<file path="config.mk">
export PLATFORM = sky130hd
export DESIGN_NAME = wb_burst_master_flat
export DESIGN_NICKNAME = d
export VERILOG_FILES = /design/src/rtl/wb_burst_master_if.sv /design/src/rtl/wb_burst_master.sv /design/src/flat_wrapper.sv
export SDC_FILE = /design/constraint.sdc
export NUM_CORES = 1
export LEC_CHECK = 0
export BUFFER_PORTS_ARGS = -buffer_cell sky130_fd_sc_hd__buf_4
export CORE_ASPECT_RATIO = 1.1
export CORE_MARGIN = 5
export CORE_UTILIZATION = 50
export DETAILED_ROUTE_END_ITERATION = 8
export PLACE_DENSITY = 0.86
export SLEW_MARGIN = 20
export SYNTH_ARGS = -nofsm -noshare
export SYNTH_HDL_FRONTEND = slang
export SYNTH_SLANG_ARGS = --single-unit
export TNS_END_PERCENT = 20
</file>
<file path="constraint.sdc">
create_clock -name clk_i -period 4.8 [get_ports clk_i]
set_input_delay 0.72 -clock clk_i [delete_from_list [all_inputs] [get_ports clk_i]]
set_output_delay 0.72 -clock clk_i [all_outputs]
set_load 0.005 [all_outputs]
</file>
<file path="src/rtl/wb_burst_master_if.sv">
// Bus bundle for wb_burst_master: local command/data stream side plus Wishbone B3 master side.
// The master modport is the DUT view; the slave modport is the environment view.
interface wb_burst_master_if #(
  parameter int ADR_WIDTH = 24,
  parameter int LEN_WIDTH = 8
);
  logic                 cmd_valid_i;
  logic                 cmd_ready_o;
  logic                 cmd_we_i;
  logic [ADR_WIDTH-3:0] cmd_adr_i;
  logic [LEN_WIDTH-1:0] cmd_len_i;
  logic [31:0]          wdat_i;
  logic                 wdat_rd_o;
  logic [31:0]          rdat_o;
  logic                 rdat_valid_o;
  logic                 done_o;
  logic                 err_o;
  logic [ADR_WIDTH-3:0] adr_o;
  logic [31:0]          dat_o;
  logic [31:0]          dat_i;
  logic                 we_o;
  logic                 cyc_o;
  logic                 stb_o;
  logic [3:0]           sel_o;
  logic [2:0]           cti_o;
  logic [1:0]           bte_o;
  logic                 ack_i;

  modport master (
    input  cmd_valid_i, cmd_we_i, cmd_adr_i, cmd_len_i, wdat_i, dat_i, ack_i,
    output cmd_ready_o, wdat_rd_o, rdat_o, rdat_valid_o, done_o, err_o,
           adr_o, dat_o, we_o, cyc_o, stb_o, sel_o, cti_o, bte_o
  );

  modport slave (
    output cmd_valid_i, cmd_we_i, cmd_adr_i, cmd_len_i, wdat_i, dat_i, ack_i,
    input  cmd_ready_o, wdat_rd_o, rdat_o, rdat_valid_o, done_o, err_o,
           adr_o, dat_o, we_o, cyc_o, stb_o, sel_o, cti_o, bte_o
  );
endinterface

</file>
<file path="src/rtl/wb_burst_master.sv">
// Wishbone B3 master: single or incrementing-burst word transfers with a per-ack watchdog.
// Write data streams from an FWFT FIFO head; read data leaves as a one-cycle-late valid stream.
module wb_burst_master #(
  parameter int ADR_WIDTH = 24,
  parameter int LEN_WIDTH = 8,
  parameter int TIMEOUT   = 255
) (
  input  logic              clk_i,
  input  logic              rst_n_i,
  wb_burst_master_if.master bus
);
  localparam int AW  = ADR_WIDTH - 2;
  localparam int WDW = $clog2(TIMEOUT + 1);
  localparam logic [WDW-1:0] WD_LAST = WDW'(TIMEOUT - 1);
  localparam logic [2:0] CTI_CLASSIC = 3'b000;
  localparam logic [2:0] CTI_INCR    = 3'b010;
  localparam logic [2:0] CTI_END     = 3'b111;

  typedef enum logic {IDLE, BUS} state_t;

  state_t               state, state_n;
  logic                 ready_q;
  logic                 we_q, we_n;
  logic [AW-1:0]        adr_q, adr_n;
  logic [LEN_WIDTH-1:0] rem_q, rem_n;
  logic [2:0]           cti_q, cti_n;
  logic [WDW-1:0]       wdog_q, wdog_n;
  logic                 cyc_q, cyc_n;
  logic                 done_q, done_n;
  logic                 err_q, err_n;
  logic [31:0]          rdat_q;
  logic                 rvalid_q;

  always_ff @(posedge clk_i or negedge rst_n_i) begin
    if (!rst_n_i) begin
      state    <= IDLE;
      ready_q  <= 1'b0;
      we_q     <= 1'b0;
      adr_q    <= '0;
      rem_q    <= '0;
      cti_q    <= CTI_CLASSIC;
      wdog_q   <= '0;
      cyc_q    <= 1'b0;
      done_q   <= 1'b0;
      err_q    <= 1'b0;
      rdat_q   <= '0;
      rvalid_q <= 1'b0;
    end else begin
      state    <= state_n;
      ready_q  <= 1'b1;
      we_q     <= we_n;
      adr_q    <= adr_n;
      rem_q    <= rem_n;
      cti_q    <= cti_n;
      wdog_q   <= wdog_n;
      cyc_q    <= cyc_n;
      done_q   <= done_n;
      err_q    <= err_n;
      rdat_q   <= bus.dat_i;
      rvalid_q <= bus.ack_i & ~we_q & cyc_q;
    end
  end

  always_comb begin
    state_n = state;
    we_n    = we_q;
    adr_n   = adr_q;
    rem_n   = rem_q;
    cti_n   = cti_q;
    wdog_n  = wdog_q;
    cyc_n   = cyc_q;
    done_n  = 1'b0;
    err_n   = 1'b0;
    case (state)
      IDLE: begin
        if (bus.cmd_valid_i && ready_q) begin
          if (bus.cmd_len_i == '0) begin
            done_n = 1'b1;
          end else begin
            state_n = BUS;
            cyc_n   = 1'b1;
            we_n    = bus.cmd_we_i;
            adr_n   = bus.cmd_adr_i;
            rem_n   = bus.cmd_len_i;
            cti_n   = (bus.cmd_len_i == LEN_WIDTH'(1)) ? CTI_CLASSIC : CTI_INCR;
            wdog_n  = '0;
          end
        end
      end
      BUS: begin
        if (bus.ack_i) begin
          adr_n  = adr_q + 1'b1;
          rem_n  = rem_q - 1'b1;
          wdog_n = '0;
          if (rem_q == LEN_WIDTH'(1)) begin
            state_n = IDLE;
            cyc_n   = 1'b0;
            cti_n   = CTI_CLASSIC;
            done_n  = 1'b1;
          end else if (rem_q == LEN_WIDTH'(2)) begin
            // Only bursts ever see two remaining, so no separate burst flag is kept.
            cti_n = CTI_END;
          end
        end else if (wdog_q == WD_LAST) begin
          state_n = IDLE;
          cyc_n   = 1'b0;
          cti_n   = CTI_CLASSIC;
          done_n  = 1'b1;
          err_n   = 1'b1;
        end else begin
          wdog_n = wdog_q + 1'b1;
        end
      end
      default: state_n = IDLE;
    endcase
  end

  assign bus.cmd_ready_o  = ready_q & (state == IDLE);
  assign bus.adr_o        = adr_q;
  assign bus.dat_o        = bus.wdat_i;
  assign bus.we_o         = we_q;
  assign bus.cyc_o        = cyc_q;
  assign bus.stb_o        = cyc_q;
  assign bus.sel_o        = 4'b1111;
  assign bus.cti_o        = cti_q;
  assign bus.bte_o        = 2'b00;
  assign bus.wdat_rd_o    = bus.ack_i & we_q & cyc_q;
  assign bus.rdat_o       = rdat_q;
  assign bus.rdat_valid_o = rvalid_q;
  assign bus.done_o       = done_q;
  assign bus.err_o        = err_q;
endmodule
</file>
<file path="src/flat_wrapper.sv">
// flat-port wrapper written by rule: the top's interface ports become plain ports
module wb_burst_master_flat 
#(
  parameter int ADR_WIDTH = 24,
  parameter int LEN_WIDTH = 8,
  parameter int TIMEOUT   = 255
)
  (clk_i, rst_n_i, bus_cmd_valid_i, bus_cmd_we_i, bus_cmd_adr_i, bus_cmd_len_i, bus_wdat_i, bus_dat_i, bus_ack_i, bus_cmd_ready_o, bus_wdat_rd_o, bus_rdat_o, bus_rdat_valid_o, bus_done_o, bus_err_o, bus_adr_o, bus_dat_o, bus_we_o, bus_cyc_o, bus_stb_o, bus_sel_o, bus_cti_o, bus_bte_o);
  wb_burst_master_if #(.ADR_WIDTH(ADR_WIDTH), .LEN_WIDTH(LEN_WIDTH)) bus_i ();
  input  logic clk_i;
  input  logic rst_n_i;
  input wire logic [$bits(bus_i.cmd_valid_i)-1:0] bus_cmd_valid_i;
  input wire logic [$bits(bus_i.cmd_we_i)-1:0] bus_cmd_we_i;
  input wire logic [$bits(bus_i.cmd_adr_i)-1:0] bus_cmd_adr_i;
  input wire logic [$bits(bus_i.cmd_len_i)-1:0] bus_cmd_len_i;
  input wire logic [$bits(bus_i.wdat_i)-1:0] bus_wdat_i;
  input wire logic [$bits(bus_i.dat_i)-1:0] bus_dat_i;
  input wire logic [$bits(bus_i.ack_i)-1:0] bus_ack_i;
  output wire logic [$bits(bus_i.cmd_ready_o)-1:0] bus_cmd_ready_o;
  output wire logic [$bits(bus_i.wdat_rd_o)-1:0] bus_wdat_rd_o;
  output wire logic [$bits(bus_i.rdat_o)-1:0] bus_rdat_o;
  output wire logic [$bits(bus_i.rdat_valid_o)-1:0] bus_rdat_valid_o;
  output wire logic [$bits(bus_i.done_o)-1:0] bus_done_o;
  output wire logic [$bits(bus_i.err_o)-1:0] bus_err_o;
  output wire logic [$bits(bus_i.adr_o)-1:0] bus_adr_o;
  output wire logic [$bits(bus_i.dat_o)-1:0] bus_dat_o;
  output wire logic [$bits(bus_i.we_o)-1:0] bus_we_o;
  output wire logic [$bits(bus_i.cyc_o)-1:0] bus_cyc_o;
  output wire logic [$bits(bus_i.stb_o)-1:0] bus_stb_o;
  output wire logic [$bits(bus_i.sel_o)-1:0] bus_sel_o;
  output wire logic [$bits(bus_i.cti_o)-1:0] bus_cti_o;
  output wire logic [$bits(bus_i.bte_o)-1:0] bus_bte_o;
  assign bus_i.cmd_valid_i = bus_cmd_valid_i;
  assign bus_i.cmd_we_i = bus_cmd_we_i;
  assign bus_i.cmd_adr_i = bus_cmd_adr_i;
  assign bus_i.cmd_len_i = bus_cmd_len_i;
  assign bus_i.wdat_i = bus_wdat_i;
  assign bus_i.dat_i = bus_dat_i;
  assign bus_i.ack_i = bus_ack_i;
  assign bus_cmd_ready_o = bus_i.cmd_ready_o;
  assign bus_wdat_rd_o = bus_i.wdat_rd_o;
  assign bus_rdat_o = bus_i.rdat_o;
  assign bus_rdat_valid_o = bus_i.rdat_valid_o;
  assign bus_done_o = bus_i.done_o;
  assign bus_err_o = bus_i.err_o;
  assign bus_adr_o = bus_i.adr_o;
  assign bus_dat_o = bus_i.dat_o;
  assign bus_we_o = bus_i.we_o;
  assign bus_cyc_o = bus_i.cyc_o;
  assign bus_stb_o = bus_i.stb_o;
  assign bus_sel_o = bus_i.sel_o;
  assign bus_cti_o = bus_i.cti_o;
  assign bus_bte_o = bus_i.bte_o;
  wb_burst_master #(.ADR_WIDTH(ADR_WIDTH), .LEN_WIDTH(LEN_WIDTH), .TIMEOUT(TIMEOUT)) u_core (.clk_i(clk_i), .rst_n_i(rst_n_i), .bus(bus_i));
endmodule
</file>
Yosys cells after proc, flatten, opt, wreduce, memory -nomap -nowiden
Index checks and enable logic that the tools add are counted.
{ "totals": {"regBits": 80, "in_bits": 99, "output_inout_bits": 103} }
{ "classes": {"add_sub_neg": 3, "n_eq_ne": 11, "n_mux": 41, "bitwise_logic": 8, "reduce_logical": 7} }
{ "op_table": {"columns": ["operator", "count"], "rows": [
  ["two-way mux 22 bit", 3],
  ["two-way mux 8 bit", 7],
  ["case mux 22 bit (2 select lines)", 1],
  ["case mux 8 bit (2 select lines)", 2],
  ["adder 22 x 1 -> 22 bit (second input constant)", 1],
  ["two-way mux 3 bit", 6],
  ["two-way mux 1 bit", 17],
  ["equality test 8 x 1 -> 1 bit (second input constant)", 2],
  ["!= test 3 bit (second input constant)", 3],
  ["AND reduction 3 bit", 3],
  ["adder 8 x 1 -> 8 bit (second input constant)", 1],
  ["equality test 8 x 2 -> 1 bit (second input constant)", 1],
  ["equality test 8 bit (second input constant)", 1],
  ["logical NOT 8 bit", 1],
  ["AND reduction 4 bit", 2],
  ["subtractor 8 x 1 -> 8 bit (second input constant)", 1],
  ["case mux 1 bit (2 select lines)", 3],
  ["case mux 3 bit (2 select lines)", 1],
  ["bitwise AND 1 bit", 5],
  ["!= test 2 bit (second input constant)", 2],
  ["!= test 4 bit (second input constant)", 1],
  ["NOT 1 bit", 3],
  ["two-way mux 2 bit", 1],
  ["!= test 2 x 1 -> 1 bit (second input constant)", 1],
  ["logical AND 1 bit", 1]
]} }

Depth between registers and ports, before layout
{ "depth": {"word_depth": 5, "mapped_depth": 6} }

Least setup slack after synthesis
No wires, ideal clock.
{ "synth_timing": {"path_kind": "input-to-output", "start": "input bus_ack_i", "end": "output bus_wdat_rd_o", "t_arrival_ns": 1.328, "slack_ns": 2.752, "cell_stages": 3, "n_path_buf": 2, "cell_sequence": "buf_2 > clkbuf_1 > and3_1"} }
{ "synth_between": {"elab_chain_len": 2} }
{ "synth_rtl": {"columns": ["item", "line", "source"], "rows": [
  ["from (decl)", "flat_wrapper.sv:18", "input wire logic [$bits(bus_i.ack_i)-1:0] bus_ack_i;"],
  ["bitwise AND 1 bit (2 in a row)", "wb_burst_master.sv:127", "assign bus.wdat_rd_o = bus.ack_i & we_q & cyc_q;"],
  ["to (decl)", "flat_wrapper.sv:20", "output wire logic [$bits(bus_i.wdat_rd_o)-1:0] bus_wdat_rd_o;"]
]} }
No other way between the ends.

Worst setup path after layout
{ "layout_timing": {"start": "register u_core.state", "end": "register u_core.adr_q[10], in the netlist u_core.bus.adr_o[10]"} }
{ "layout_between": {"elab_chain_len": 3, "word_cells_on_any_way": 6} }
{ "layout_rtl": {"columns": ["item", "line", "source"], "rows": [
  ["from (decl)", "wb_burst_master.sv:21", "state_t state, state_n;"],
  ["from (signal assigned)", "wb_burst_master.sv:49", "state <= state_n;"],
  ["NOT 1 bit (no line)", null, null],
  ["!= test 2 x 1 -> 1 bit (no line) / != test 2 bit (equally long branches)", null, null],
  ["AND reduction 3 bit (no line)", null, null],
  ["to (signal assigned)", "wb_burst_master.sv:52", "adr_q <= adr_n;"],
  ["to (decl)", "wb_burst_master.sv:24", "logic [AW-1:0] adr_q, adr_n;"]
]} }
Parallel ways exist; a longest one is shown, timed or not.
A chain may end at the register's enable or synchronous reset.

==> results.ini <==
[global_routing]
met1_usage_pct = 27.6
grt-ovfl-total = 0
grt_max_degree = 80
busiest_layer = met2
track_usage_pct = 21.2
first_global_vias = 3569
antenna_found_initial = 0
grt_pass1_wl_um = 18000
global_route.usage.met3_pct = 5.84
met2_usage_pct = 35.2

[setup_path]
critPathMaxFanout = 35
cp-start-kind = register
cp-end-kind = register
critPathRequiredTime_ns = 5.03
criticalPathCategory = register to register
worstPathArrival_ns = 2.46

[synth]
post-synth-top-count-cell = dfrtp_1
ys_ff_latch = 79
synth_cell_type_count = 56
synthMuxAreaShare_pct = 5.26
yosys_most_used_dff = dfrtp_1
synth_top_area_share_pct = 47.0
synth.cell_area_sq_um = 4210
syn_avg_cell_area_sq_um = 10.3
synth_compound_area_share_pct = 15.4
synth_simple_gate_area_share_pct = 19.3
synth_top_family_by_area = simple AND/OR/NAND/NOR gates
ys_top_cells_by_count = dfrtp_1, buf_4, mux2i_1, nand2_1, nor3_1
synth.area.top_cells = dfrtp_1, buf_4, mux2i_1
async_flop_share_pct = 100
synth_fa_ha_area_share_pct = 1.78
synthCells = 407
ys_seq_area_share_pct = 47.0
synthXorXnorAreaFrac_pct = 0
synth-edff-count = 0
synth_top_cell_by_area = dfrtp_1
yosysWarnings = 0

[die]
floorplan.die.width_um = 97.5
die_area_sq_um = 10400
start_util_pct = 50.6
core.rowCount = 35
die_h_um = 106
core_area_sq_um = 8320
ios = 202

[clocking]
ctsResizeCount = 0
htreeDepth = 3
cts_setup_buffers = 0
cts_tree = yes
cts_sinks = 79
clock_latency_ns = 0.35
clk_pin_slew_ns = 0.09
postCtsHoldBufs = 0
cts-root-buf = clkbuf_8
cts_buffers = 9
clk_path_buf_depth = 2

[detailed_routing]
first_pass_iters = 7
vias = 3636
drt_iter0_drc = 289
antenna_left = 0
routedWlPerCell_um = 17.9
drc = 0
vias_per_cell = 5.89
wirelength_um = 11100

[finish]
final_util_pct = 61.9
diodes = 0
area_growth_pct = 22.4
final_nets = 607
drive_above_1_share_pct = 32.8
final_cells = 617

[flow_run]
maxCapViolations = 0

[pwr]
powerDensity_nw_per_um2 = 491
vdd_drop_max_uv = 259
cellLeakagePower_uw = 0.00244
power_uw = 2530

[timing]
hold_viol = 0
setup_viol = 0
finalMaxSlewViolations = 0
tightestPinTransition_ns = 0.786
finalCritPeriodShare_pct = 46.4
clock.fmax_mhz = 449
timing.final.ws_setup_ns = 2.57
rsz0062_at_grt = no
finClkSkew_ns = 0.0157
tns_ns = 0
slew_headroom_pct = 47.5
min_period_ns = 2.23

[placement]
io_buffer_count = 131
place_hpwl_um = 8020
pre_cts_ws_ns = 2.20
dp_cells = 602
gp_congestion = 0.848

[outcome]
status = finished, final reports clean

[hold_path]
hold_class = input port to asynchronous set/reset pin

## cells in the final DEF (no fill, tap or decap), drive strengths merged, types with 5 or more instances in the layout
master  count
buf       135
or3         6
and3       12
o21ai      19
and4        9
a21oi      15
clkbuf     11
nand2      21
nand2b     11
nor4        5
nand3      15
dfrtp      79
ha          6
nor2       12
mux2i      21
conb        7
inv        17
a221o       7
nor3       23
nand4       8
a211oi     13
## registers in the layout, indices dropped and copies added (netlist names)
register and flops:
u_core.bus.adr_o 22, u_core.ready_q 1, u_core.state 1, u_core.bus.rdat_valid_o 1, u_core.bus.done_o 1, u_core.rem_q 8, u_core.bus.cyc_o 1, u_core.bus.err_o 1
u_core.wdog_q 8, u_core.bus.we_o 1, u_core.bus.cti_o 2, u_core.bus.rdat_o 32
## cell families (layout without fill, tap and decap cells)
kind of cell / Yosys count / after routing
muxes: 22 / 22
and+or+nand+nor: 135 / 135
buffers and inverters: 73 / 167
other: 2 / 7
adders and majority gates: 6 / 6
DFF: 79 / 79
AOI/OAI and AO/OA: 90 / 90
## worst max-delay path, cell delays in order (launching register included)
cell	delay (ns)
dfrtp_2	0.77
clkinv_1	0.18
nor2_1	0.52
nor2_1	0.30
a221o_1	0.35
## final timing paths
check	from	to	slack, ns	depth (start not counted)
max in group asynchronous	rst_n_i	u_core.state$_DFF_PN0_	3.90	1
setup / recovery	u_core.state$_DFF_PN0_	u_core.bus.adr_o[10]$_DFFE_PN0P_	2.57	4
setup reg to reg	u_core.state$_DFF_PN0_	u_core.bus.adr_o[10]$_DFFE_PN0P_	2.57	4
hold reg to reg	u_core.bus.we_o$_DFFE_PN0P_	u_core.bus.rdat_valid_o$_DFF_PN0_	0.50	1
min in group clk_i	bus_dat_i[2]	u_core.bus.rdat_o[2]$_DFF_PN0_	0.47	1
hold / removal	rst_n_i	u_core.bus.adr_o[5]$_DFFE_PN0P_	0.38	1
## final cells by class
class	count	area [sq um]
clock buffer	11	141
clock inverter	4	31.3
fill	706	3170
inverter	17	63.8
multi-input combinational	260	1780
sequential	79	1980
tap	111	139
timing repair buffer	135	1020
## metal layers
metal	up-vias	wire, um
met2	216	5440
met4	0	84
met5	-	0
met3	13	1010
met1	1766	4530
li1	1641	-
## power breakdown
part / total (uW) / leakage, uW / internal, uW / switching [uW]
clock: 447 / 0.0000781 / 201 / 246
combinational: 1010 / 0.00141 / 510 / 500
sequential: 1080 / 0.000948 / 825 / 250
total: 2530 / 0.00244 / 1540 / 996
## per-stage QoR
stage | instance area [sq um] | hold WS (ns)
4_1_cts | 5150 | 0.458
5_1_grt | 5150 | 0.421
3_5_place_dp | 4970 | 0.488
3_3_place_gp | 4970 | 0.466
2_1_floorplan | 4230 | 0.424
6_report | 5150 | 0.382
(Power assumes the default switching activity.)
